$ cat config.mk
export PLATFORM = sky130hd
export DESIGN_NAME = dil_field_streamer
export DESIGN_NICKNAME = d
export VERILOG_FILES = /design/src/rtl/dil_stream_pkg.sv /design/src/rtl/dil_field_lut.sv /design/src/rtl/dil_field_streamer.sv
export SDC_FILE = /design/constraint.sdc
export NUM_CORES = 1
export LEC_CHECK = 0
export ABC_AREA = 1
export ABC_CLOCK_PERIOD_IN_PS = 3350
export BUFFER_PORTS_ARGS = -buffer_cell sky130_fd_sc_hd__buf_2
export CAP_MARGIN = 5
export CELL_PAD_IN_SITES_DETAIL_PLACEMENT = 1
export CELL_PAD_IN_SITES_GLOBAL_PLACEMENT = 2
export CORE_MARGIN = 3
export CORE_UTILIZATION = 31
export CTS_CLUSTER_SIZE = 14
export DETAILED_ROUTE_END_ITERATION = 10
export GPL_ROUTABILITY_DRIVEN = 0
export GPL_TIMING_DRIVEN = 0
export HOLD_SLACK_MARGIN = 0.02
export PLACE_DENSITY = 0.87
export SKIP_LAST_GASP = 1
export SLEW_MARGIN = 20
export SYNTH_ARGS = -nofsm -noshare
export SYNTH_HDL_FRONTEND = slang
export SYNTH_SLANG_ARGS = --single-unit
$ cat constraint.sdc
create_clock -name clk -period 3.35 [get_ports clk]
set_input_delay 0.5025 -clock clk [delete_from_list [all_inputs] [get_ports clk]]
set_output_delay 0.5025 -clock clk [all_outputs]
set_load 0.02 [all_outputs]
$ cat src/rtl/dil_stream_pkg.sv
// Shared types for the Dilithium input sequencer: field ids, mode encodings and per-field bit sizes.
package dil_stream_pkg;

  typedef enum logic [3:0] {
    FLD_SEED = 4'd0,
    FLD_RHO  = 4'd1,
    FLD_KEY  = 4'd2,
    FLD_TR   = 4'd3,
    FLD_S1   = 4'd4,
    FLD_S2   = 4'd5,
    FLD_T0   = 4'd6,
    FLD_T1   = 4'd7,
    FLD_C    = 4'd8,
    FLD_Z    = 4'd9,
    FLD_H    = 4'd10,
    FLD_MSG  = 4'd11
  } field_e;

  localparam logic [1:0] MODE_KEYGEN = 2'b00;
  localparam logic [1:0] MODE_SIGN   = 2'b10;
  localparam logic [1:0] MODE_VERIFY = 2'b01;

  // Largest field (Z at level 5, 35840 bits) fits in 16 bits.
  localparam int FB_W = 16;

  function automatic logic [FB_W-1:0] field_bits(input field_e f, input logic [2:0] sec,
                                                 input logic [FB_W-1:0] msg_len);
    logic [FB_W-1:0] b;
    b = 16'd256;
    case (f)
      FLD_S1:  b = (sec == 3'd2) ? 16'd3072  : (sec == 3'd3) ? 16'd5120  : 16'd5376;
      FLD_S2:  b = (sec == 3'd2) ? 16'd3072  : 16'd6144;
      FLD_T0:  b = (sec == 3'd2) ? 16'd13312 : (sec == 3'd3) ? 16'd19968 : 16'd26624;
      FLD_T1:  b = (sec == 3'd2) ? 16'd10240 : (sec == 3'd3) ? 16'd15360 : 16'd20480;
      FLD_Z:   b = (sec == 3'd2) ? 16'd18432 : (sec == 3'd3) ? 16'd25600 : 16'd35840;
      FLD_H:   b = (sec == 3'd2) ? 16'd672   : (sec == 3'd3) ? 16'd488   : 16'd664;
      FLD_MSG: b = msg_len;
      default: b = 16'd256;
    endcase
    return b;
  endfunction

endpackage

$ cat src/rtl/dil_field_lut.sv
// Ordered field list per mode: maps a list index to its field id and flags the final entry.
module dil_field_lut
  import dil_stream_pkg::*;
(
  input  logic [1:0] mode,
  input  logic [2:0] idx,
  output field_e     field,
  output logic       last
);

  always_comb begin
    field = FLD_SEED;
    last  = 1'b1;
    case (mode)
      MODE_SIGN: begin
        case (idx)
          3'd0:    field = FLD_RHO;
          3'd1:    field = FLD_KEY;
          3'd2:    field = FLD_TR;
          3'd3:    field = FLD_S1;
          3'd4:    field = FLD_S2;
          3'd5:    field = FLD_T0;
          default: field = FLD_MSG;
        endcase
        last = (idx >= 3'd6);
      end
      MODE_VERIFY: begin
        case (idx)
          3'd0:    field = FLD_RHO;
          3'd1:    field = FLD_T1;
          3'd2:    field = FLD_C;
          3'd3:    field = FLD_Z;
          3'd4:    field = FLD_H;
          default: field = FLD_MSG;
        endcase
        last = (idx >= 3'd5);
      end
      default: begin
        field = FLD_SEED;
        last  = 1'b1;
      end
    endcase
  end

endmodule

$ cat src/rtl/dil_field_streamer.sv
// Walks the field list of the selected Dilithium mode, tagging upstream words for the core.
// Optional FIELD_MASK_EN zeroes the padding bits of each field's final partial word.
module dil_field_streamer
  import dil_stream_pkg::*;
#(
  parameter int W         = 64,
  parameter int MSG_LEN_W = 15
) (
  input  logic                 clk,
  input  logic                 rst_n,
  input  logic                 start_i,
  input  logic [1:0]           mode_i,
  input  logic [2:0]           sec_level_i,
  input  logic [MSG_LEN_W-1:0] msg_len_i,
  output logic                 busy_o,
  output logic                 done_o,
  output logic                 err_o,
  input  logic [W-1:0]         s_data_i,
  input  logic                 s_valid_i,
  output logic                 s_ready_o,
  output logic [W-1:0]         m_data_o,
  output logic                 m_valid_o,
  input  logic                 m_ready_i,
  output logic [3:0]           m_field_o,
  output logic                 m_last_field_o,
  output logic                 m_last_o
);

  typedef enum logic [1:0] {S_IDLE, S_LOAD, S_STREAM, S_DONE} state_e;

  state_e               state_q;
  logic [1:0]           mode_q;
  logic [2:0]           sec_q;
  logic [MSG_LEN_W-1:0] msg_len_q;
  logic [2:0]           idx_q;
  logic [FB_W-1:0]      rem_q;
  logic                 last_loaded_q;

  field_e cur_field, nxt_field;
  logic   cur_last, nxt_last;
  logic   legal, field_last_word, seq_end, xfer;
  logic [W-1:0] word_in;

  dil_field_lut u_cur_lut (.mode(mode_q), .idx(idx_q),        .field(cur_field), .last(cur_last));
  dil_field_lut u_nxt_lut (.mode(mode_q), .idx(idx_q + 3'd1), .field(nxt_field), .last(nxt_last));

  assign legal = (mode_i != 2'b11) &&
                 ((sec_level_i == 3'd2) || (sec_level_i == 3'd3) || (sec_level_i == 3'd5));

  // rem_q counts bits still owed by the current field, so no division is needed for word counts.
  assign field_last_word = (rem_q <= FB_W'(W));
  assign seq_end   = cur_last || (nxt_field == FLD_MSG && nxt_last && msg_len_q == '0);
  assign s_ready_o = (state_q == S_STREAM) && !last_loaded_q && (!m_valid_o || m_ready_i);
  assign xfer      = s_valid_i && s_ready_o;

`ifdef FIELD_MASK_EN
  function automatic logic [W-1:0] tail_mask(input logic [FB_W-1:0] nbits);
    logic [W-1:0] m;
    for (int i = 0; i < W; i++) m[i] = (i < int'(nbits));
    return m;
  endfunction

  assign word_in = field_last_word ? (s_data_i & tail_mask(rem_q)) : s_data_i;
`else
  assign word_in = s_data_i;
`endif

  always_ff @(posedge clk or negedge rst_n) begin
    if (!rst_n) begin
      state_q        <= S_IDLE;
      mode_q         <= '0;
      sec_q          <= '0;
      msg_len_q      <= '0;
      idx_q          <= '0;
      rem_q          <= '0;
      last_loaded_q  <= 1'b0;
      busy_o         <= 1'b0;
      done_o         <= 1'b0;
      err_o          <= 1'b0;
      m_data_o       <= '0;
      m_valid_o      <= 1'b0;
      m_field_o      <= '0;
      m_last_field_o <= 1'b0;
      m_last_o       <= 1'b0;
    end else begin
      done_o <= 1'b0;
      err_o  <= 1'b0;
      case (state_q)
        S_IDLE: begin
          if (start_i) begin
            if (legal) begin
              mode_q    <= mode_i;
              sec_q     <= sec_level_i;
              msg_len_q <= msg_len_i;
              idx_q     <= '0;
              busy_o    <= 1'b1;
              state_q   <= S_LOAD;
            end else begin
              err_o <= 1'b1;
            end
          end
        end
        S_LOAD: begin
          rem_q         <= field_bits(cur_field, sec_q, FB_W'(msg_len_q));
          last_loaded_q <= 1'b0;
          state_q       <= S_STREAM;
        end
        S_STREAM: begin
          if (xfer) begin
            m_data_o       <= word_in;
            m_valid_o      <= 1'b1;
            m_field_o      <= cur_field;
            m_last_field_o <= field_last_word;
            m_last_o       <= field_last_word && seq_end;
            if (field_last_word) begin
              if (seq_end) begin
                last_loaded_q <= 1'b1;
              end else begin
                idx_q <= idx_q + 3'd1;
                rem_q <= field_bits(nxt_field, sec_q, FB_W'(msg_len_q));
              end
            end else begin
              rem_q <= rem_q - FB_W'(W);
            end
          end else if (m_ready_i) begin
            m_valid_o <= 1'b0;
          end
          if (last_loaded_q && m_valid_o && m_ready_i) begin
            done_o  <= 1'b1;
            state_q <= S_DONE;
          end
        end
        default: begin
          busy_o  <= 1'b0;
          state_q <= S_IDLE;
        end
      endcase
    end
  end

endmodule

# Yosys cells after proc, flatten, opt, wreduce, memory -nomap -nowiden
# Index checks and enable logic that the tools add are counted.
word_totals:
  register_bits: 116
  latch_bits: 0
  ramBits: 0
  rom_bits: 0
  input_bits: 89
  out_inout_bits: 75
  wordCells: 145
  memories: 0
op_classes:
  n_addsub: 2
  multipliers: 0
  n_div: 0
  magnitude_cmp: 5
  n_eq_ne: 42
  shift: 0
  muxes: 49
  bitwise_logic: 1
  n_reduce_logical: 31
ops:
  columns: ["operator", "count"]
  rows:
  - ["$pmux W16 S7", 2]
  - ["$mux W16", 5]
  - ["$pmux W4 S6", 2]
  - ["$mux W15", 3]
  - ["$pmux W4 S5", 2]
  - ["$eq A4 B3 Y1 const B", 8]
  - ["$pmux W16 S2", 1]
  - ["$mux W13", 2]
  - ["$eq A3 B2 Y1 const B", 8]
  - ["$eq A4 B4 Y1 const B", 6]
  - ["$mux W10", 2]
  - ["$le A16 B7 Y1 const B", 1]
  - ["$pmux W4 S2", 2]
  - ["$sub A16 B7 Y16 const B", 1]
  - ["$eq A3 B3 Y1 const B", 5]
  - ["$logic_not A15 Y1", 1]
  - ["$mux W3", 5]
  - ["$mux W14", 1]
  - ["$ne A2 B2 Y1 const B", 7]
  - ["$ge A3 B3 Y1 const B", 4]
  - ["$mux W1", 12]
  - ["$reduce_and A3 Y1", 4]
  - ["$logic_and A1 B1 Y1", 9]
  - ["$mux W9", 1]
  - ["other kinds (20)", 36]

# Logic depth before layout (Yosys ltp)
logic_depth:
  ltp_word: 12
  depth_mapped: 20

# Hierarchy
# A second synthesis with hierarchy kept.
unflattened:
  cells_unflattened: 839
  hier_area_um2: 6085.8
by_module_without_submodules:
  columns: ["module", "n_inst", "cells_per_inst", "area_per_inst_um2", "seq_area_each_um2"]
  rows:
  - ["dil_field_streamer", 1, 779, 5788.1, 2902.8]
  - ["dil_field_lut", 2, 30, 148.9, 0.0]

# Least setup slack after synthesis
# No wires, ideal clock.
synth_path:
  path_type: "flip-flop to flip-flop"
  startpoint: "register idx_q[0]"
  endpoint: "register rem_q[7]"
  t_arrival_ps: 2367
  required_ps: 3232
  setup_slack_ps: 865
  stages_incl_launch_ff: 18
  path_buffers: 1
  path_cell_list: "dfrtp_1 -> ha_1 -> ha_1 -> nand2_1 -> nand2_1 -> nor2_1 -> nand3_2 -> nand2_2 -> nand2_4 -> inv_4 -> nand4_2 -> nand2_2 -> nand3_4 -> nand2_4 -> inv_2 -> buf_6 -> nand2_1 -> o21ai_2"
synth_between:
  elab_chain_len: 10
  elab_cells_between_ends: 50
  classes_between: "add/sub: 1; order compare: 4; eq/ne: 25; mux: 14; reduce/logical: 6"
synth_rtl:
  columns: ["item", "line_no", "source"]
  rows:
  - ["start: declaration", "dil_field_streamer.sv:35", "logic [2:0] idx_q;"]
  - ["start signal: assignment", "dil_field_streamer.sv:119", "idx_q <= idx_q + 3'd1;"]
  - ["$add A3 B1 Y3", "dil_field_streamer.sv:45", "dil_field_lut u_nxt_lut (.mode(mode_q), .idx(idx_q + 3'd1), .field(nxt_field), .last(nxt_last));"]
  - ["$eq A3 B3 Y1 (tied with other cells)", "dil_field_lut.sv:16", "case (idx)"]
  - ["$pmux W4 S6 or $pmux W4 S5 (tied branches)", "dil_field_lut.sv:16, dil_field_lut.sv:28", null]
  - ["$pmux W4 S2", "dil_field_lut.sv:14", "case (mode)"]
  - ["$eq A4 B4 Y1 (tied with other cells)", "dil_stream_pkg.sv:30, dil_field_streamer.sv:52", null]
  - ["$pmux W16 S7 or $logic_and A1 B1 Y1 (tied branches)", "dil_stream_pkg.sv:30, dil_field_streamer.sv:52", null]
  - ["$mux W16 or $logic_and A1 B1 Y1 (tied branches)", "dil_field_streamer.sv:116, dil_field_streamer.sv:52", null]
  - ["$mux W16 or $logic_or A1 B1 Y1 (tied branches)", "dil_field_streamer.sv:115, dil_field_streamer.sv:52", null]
  - ["$mux W16 or $ne A3 B3 Y1 (tied branches)", null, null]
  - ["$pmux W16 S2 or $reduce_and A3 Y1 (tied branches)", null, null]
  - ["end signal: assignment", "dil_field_streamer.sv:104", "rem_q <= field_bits(cur_field, sec_q, FB_W'(msg_len_q));"]
  - ["end signal: assignment", "dil_field_streamer.sv:120", "rem_q <= field_bits(nxt_field, sec_q, FB_W'(msg_len_q));"]
  - ["end signal: assignment", "dil_field_streamer.sv:123", "rem_q <= rem_q - FB_W'(W);"]
  - ["end: declaration", "dil_field_streamer.sv:36", "logic [FB_W-1:0] rem_q;"]
# Several ways; a longest one is shown, not always the timed one. The select of a mux whose other input is x is not followed.
# A chain may end at the register's enable or synchronous reset.

# Final worst setup path
# Same ends and word-level chain as after synthesis.

==> summary.md <==
| Metric | Value |
|---|---|
| Slew HR | between 50 and 60% |
| Worst min path class | input port to asynchronous set/reset pin |
| Syn nets | between 800 and 900 |
| Remaining global-route overflow | 0 |
| Critical path endpoint category | flip-flop |
| Average wire per standard cell | 17.19 um |
| Share of the synthesized area in the top cell type | 46.49% |
| Synth top cells by count | 178 x nand2_1, 116 x dfrtp_1, 64 x mux2_2 |
| Yosys warning count | 0 |
| I/O pin count | about 160 |
| Drt pass-1 iters | 4 |
| Clock sinks | 116 |
| Primary FF master, synth | dfrtp_1 |
| CP Launch Point | idx_q[0] |
| DRT iter0 DRCs | 222 |
| CP Class | flip-flop to flip-flop |
| Avg Inst Size Synth | roughly 8.8 um^2 |
| Ys async rst share | between 90% and 100% |
| Fin. Hold Viols | 0 |
| Postcts setup bufs | 0 |
| CP max-delay cell | dfrtp_1 |
| Crit path largest cell delay | 0.50 ns |
| Total negative setup slack | 0 ns |
| Buffers added on ports | between 150 and 200 |
| Critical path fanouts, max | 10 |
| Die height | around 150 um |
| Clock tree buffer depth | 2 |
| Die area | 21880 um^2 |
| First-pass GRT wire length | between 30 and 40 mm |
| H-tree depth | 4 |
| Drt drc | 0 |
| RSZ-0062 raised after global routing | no |
| Post-synthesis sequential area ratio | a little under half |
| Total track usage | 18.83% |
| CP delay by family, top | simple AND/OR/NAND/NOR gates |
| Vias | 5622 |
| CP dominant cell by count | nand2_1 |
| Share of cells above drive strength 1 | between 30% and 40% |
| Drt total wl | between 20 and 25 mm |
| Largest net degree at the start of global routing | 74 |
| Synthesis-to-layout area growth | 28.28% |
| Power Dens Cells | 1006 nW/um^2 |
| Area of the mapped netlist | ~6200 um^2 |
| CP bufs+invs | 3 |
| Clock tree from TritonCTS | done |
| Reg clk slew, reported paths | about 0.060 ns |
| Site row count | 51 |
| Synth Register Bits | between 100 and 150 |
| VDD IR-drop max | around 0.60 mV |
| Most area-consuming cells after synthesis | dfrtp_1 46%, mux2_2 12%, nand2_1 11% |
| CTS Hold Buffers Added | 0 |
| Post-synth EDFFs | 0 |
| Clock Latency Late Sink | roughly 0.42 ns |
| Crit path DAT | 3.26 ns |
| R2R Setup Slk | around 0.4 ns |
| Unique masters post-synth | between 40 and 50 |
| Count leader, synth | nand2_1 |
| Max Clk Rate | roughly 340 MHz |
| Vias in the first global route | 6085 |
| R2R Path End | rem_q[7] |
| Leakage Power | roughly 4.0 nW |
| Status | finished, final reports clean |
| Die W | 147.9 um |
| Critical R2R Launch | idx_q[0] |
| Synth area leader | dfrtp_1 |
| Final Max Slew Viols | 0 |
| Reg2Reg Depth | 17 |
| Clock skew | 0.007707 ns |
| Critical path cell sequence | ha_1 > ha_1 > nand2_1 > nand2_1 > nor2_1 > nand3_2 > nand2_2 > nand2_4 > inv_6 > nand4_2 > nand2_2 > nand3_4 > nand2_4 > inv_2 > buf_6 > nand2_1 > o21ai_2 |
| Fill count | 2447 |
| Placed cell count | between 1000 and 1500 |
| Vias per cell | roughly 4.8 |
| CP Launch Type | flip-flop |
| Worst-Margin Slew | 0.6682 ns |
| Worst endpoint required time | 3.66 ns |
| Root Buffer | clkbuf_16 |
| Min Clock Period, post-route | a little under 3 ns |
| Period utilization | 88.16% |
| Antenna fix cells | 0 |
| Syn Inst Count | around 710 |
| Multi-input gate area | 2963 um^2 |
| Initial antenna violation count | 0 |
| Register Area | between 2000 and 3000 um^2 |
| Fin nets | roughly 1000 |
| Routed Antenna Nets | 0 |
| DP Wirelength | between 15 and 20 mm |
| Maxcap violations | 0 |
| Core ar. | 19650 um^2 |
| CTS Buf Count | 17 |
| Post_cts resized | 0 |
| Non-filler cells, final | roughly 1200 |
| Initial Util | 31.77% |
| Final Setup Violations | 0 |
## registers in the layout (all words and copies together), names as in the netlist
signal and count:
sec_q 3, last_loaded_q 1, err_o 1, msg_len_q 15
idx_q 3, m_last_field_o 1, rem_q 16, m_field_o 4
m_valid_o 1, m_data_o 64, done_o 1, m_last_o 1
mode_q 2, busy_o 1, state_q 2
## cells by family (layout without fill, tap and decap cells)
| group | Yosys count | count (layout) | synth area share, % |
|---|---|---|---|
| AOI/OAI and AO/OA | 99 | 99 | 8.918 |
| xor gates and xnor gates | 5 | 5 | 0.7015 |
| adders and majority gates | 13 | 13 | 2.605 |
| buffers and inverters | 89 | 285 | 6.052 |
| DFF | 116 | 116 | 46.49 |
| muxes | 64 | 64 | 11.54 |
| and+or+nand+nor | 326 | 326 | 23.69 |
## worst max-delay path by stage
| stage | to | cells after the start |
|---|---|---|
| 3_5_place_dp | rem_q[15] | 17 |
| 2_1_floorplan | rem_q[7] | 17 |
| 5_1_grt | rem_q[5] | 17 |
| 6_report | rem_q[7] | 17 |
| 3_3_place_gp | rem_q[7] | 1 |
| 4_1_cts | rem_q[15] | 17 |
## power by group
| part | switching [W] | total (W) | internal (W) | leakage [nW] |
|---|---|---|---|---|
| registers | 0.000375 | 0.00241 | 0.00203 | 1.43 |
| clock network | 0.000711 | 0.00180 | 0.00109 | 0.288 |
| logic | 0.00251 | 0.00385 | 0.00134 | 2.26 |
| total | 0.00360 | 0.00806 | 0.00446 | 3.98 |
## layer usage
layer / share of wire [%] / vias up / global-route usage, %
met1: 42 / 2727 / 22.74
met5: 0 / - / 0
met2: 49 / 155 / 31.91
met3: 7.5 / 29 / 6.499
li1: - / 2711 / -
met4: 1.5 / 0 / 5.589
## layout make-up
cell class                      count  area share [%]
Buffer                             24           1.578
Timing Repair Buffer              164           10.61
Inverter                           65           3.140
Multi-Input combinational cell    507           36.99
Clock inverter                     12           1.469
Tap cell                          265           4.140
Sequential cell                   116           36.24
Clock buffer                       20           5.827
## cell usage in the layout (no fill, tap or decap), drive strengths merged
master,instances
a211oi,1
a21boi,1
a21oi,21
a22oi,3
a31oi,1
buf,180
bufinv,1
clkbuf,28
clkinv,6
clkinvlp,1
dfrtp,116
ha,13
inv,69
mux2,64
nand2,189
nand3,47
nand3b,1
nand4,12
nor2,70
nor3,3
nor4,1
o2111ai,1
o211ai,5
o21a,1
o21ai,59
o22ai,4
o31ai,2
or2,3
xnor2,3
xor2,2
## through the flow
| stage | power [W] | hold slack [ns] | worst slack (ns) | utilization (%) | cell area, um^2 |
|---|---|---|---|---|---|
| 6_report | 0.008057 | 0.01610 | 0.3968 | 40.75 | 8009 |
| 5_1_grt | 0.008651 | 0.02291 | 0.1387 | 40.75 | 8009 |
| 4_1_cts | 0.008148 | 0.02531 | 0.3803 | 40.75 | 8009 |
| 3_5_place_dp | 0.006292 | 0.4681 | 0.4038 | 37.78 | 7425 |
| 3_3_place_gp | 0.006193 | 0.4617 | 0.2124 | 37.61 | 7391 |
| 2_1_floorplan | 0.004997 | 0.2069 | 0.8647 | - | 6243 |
(Power assumes the default switching activity.)
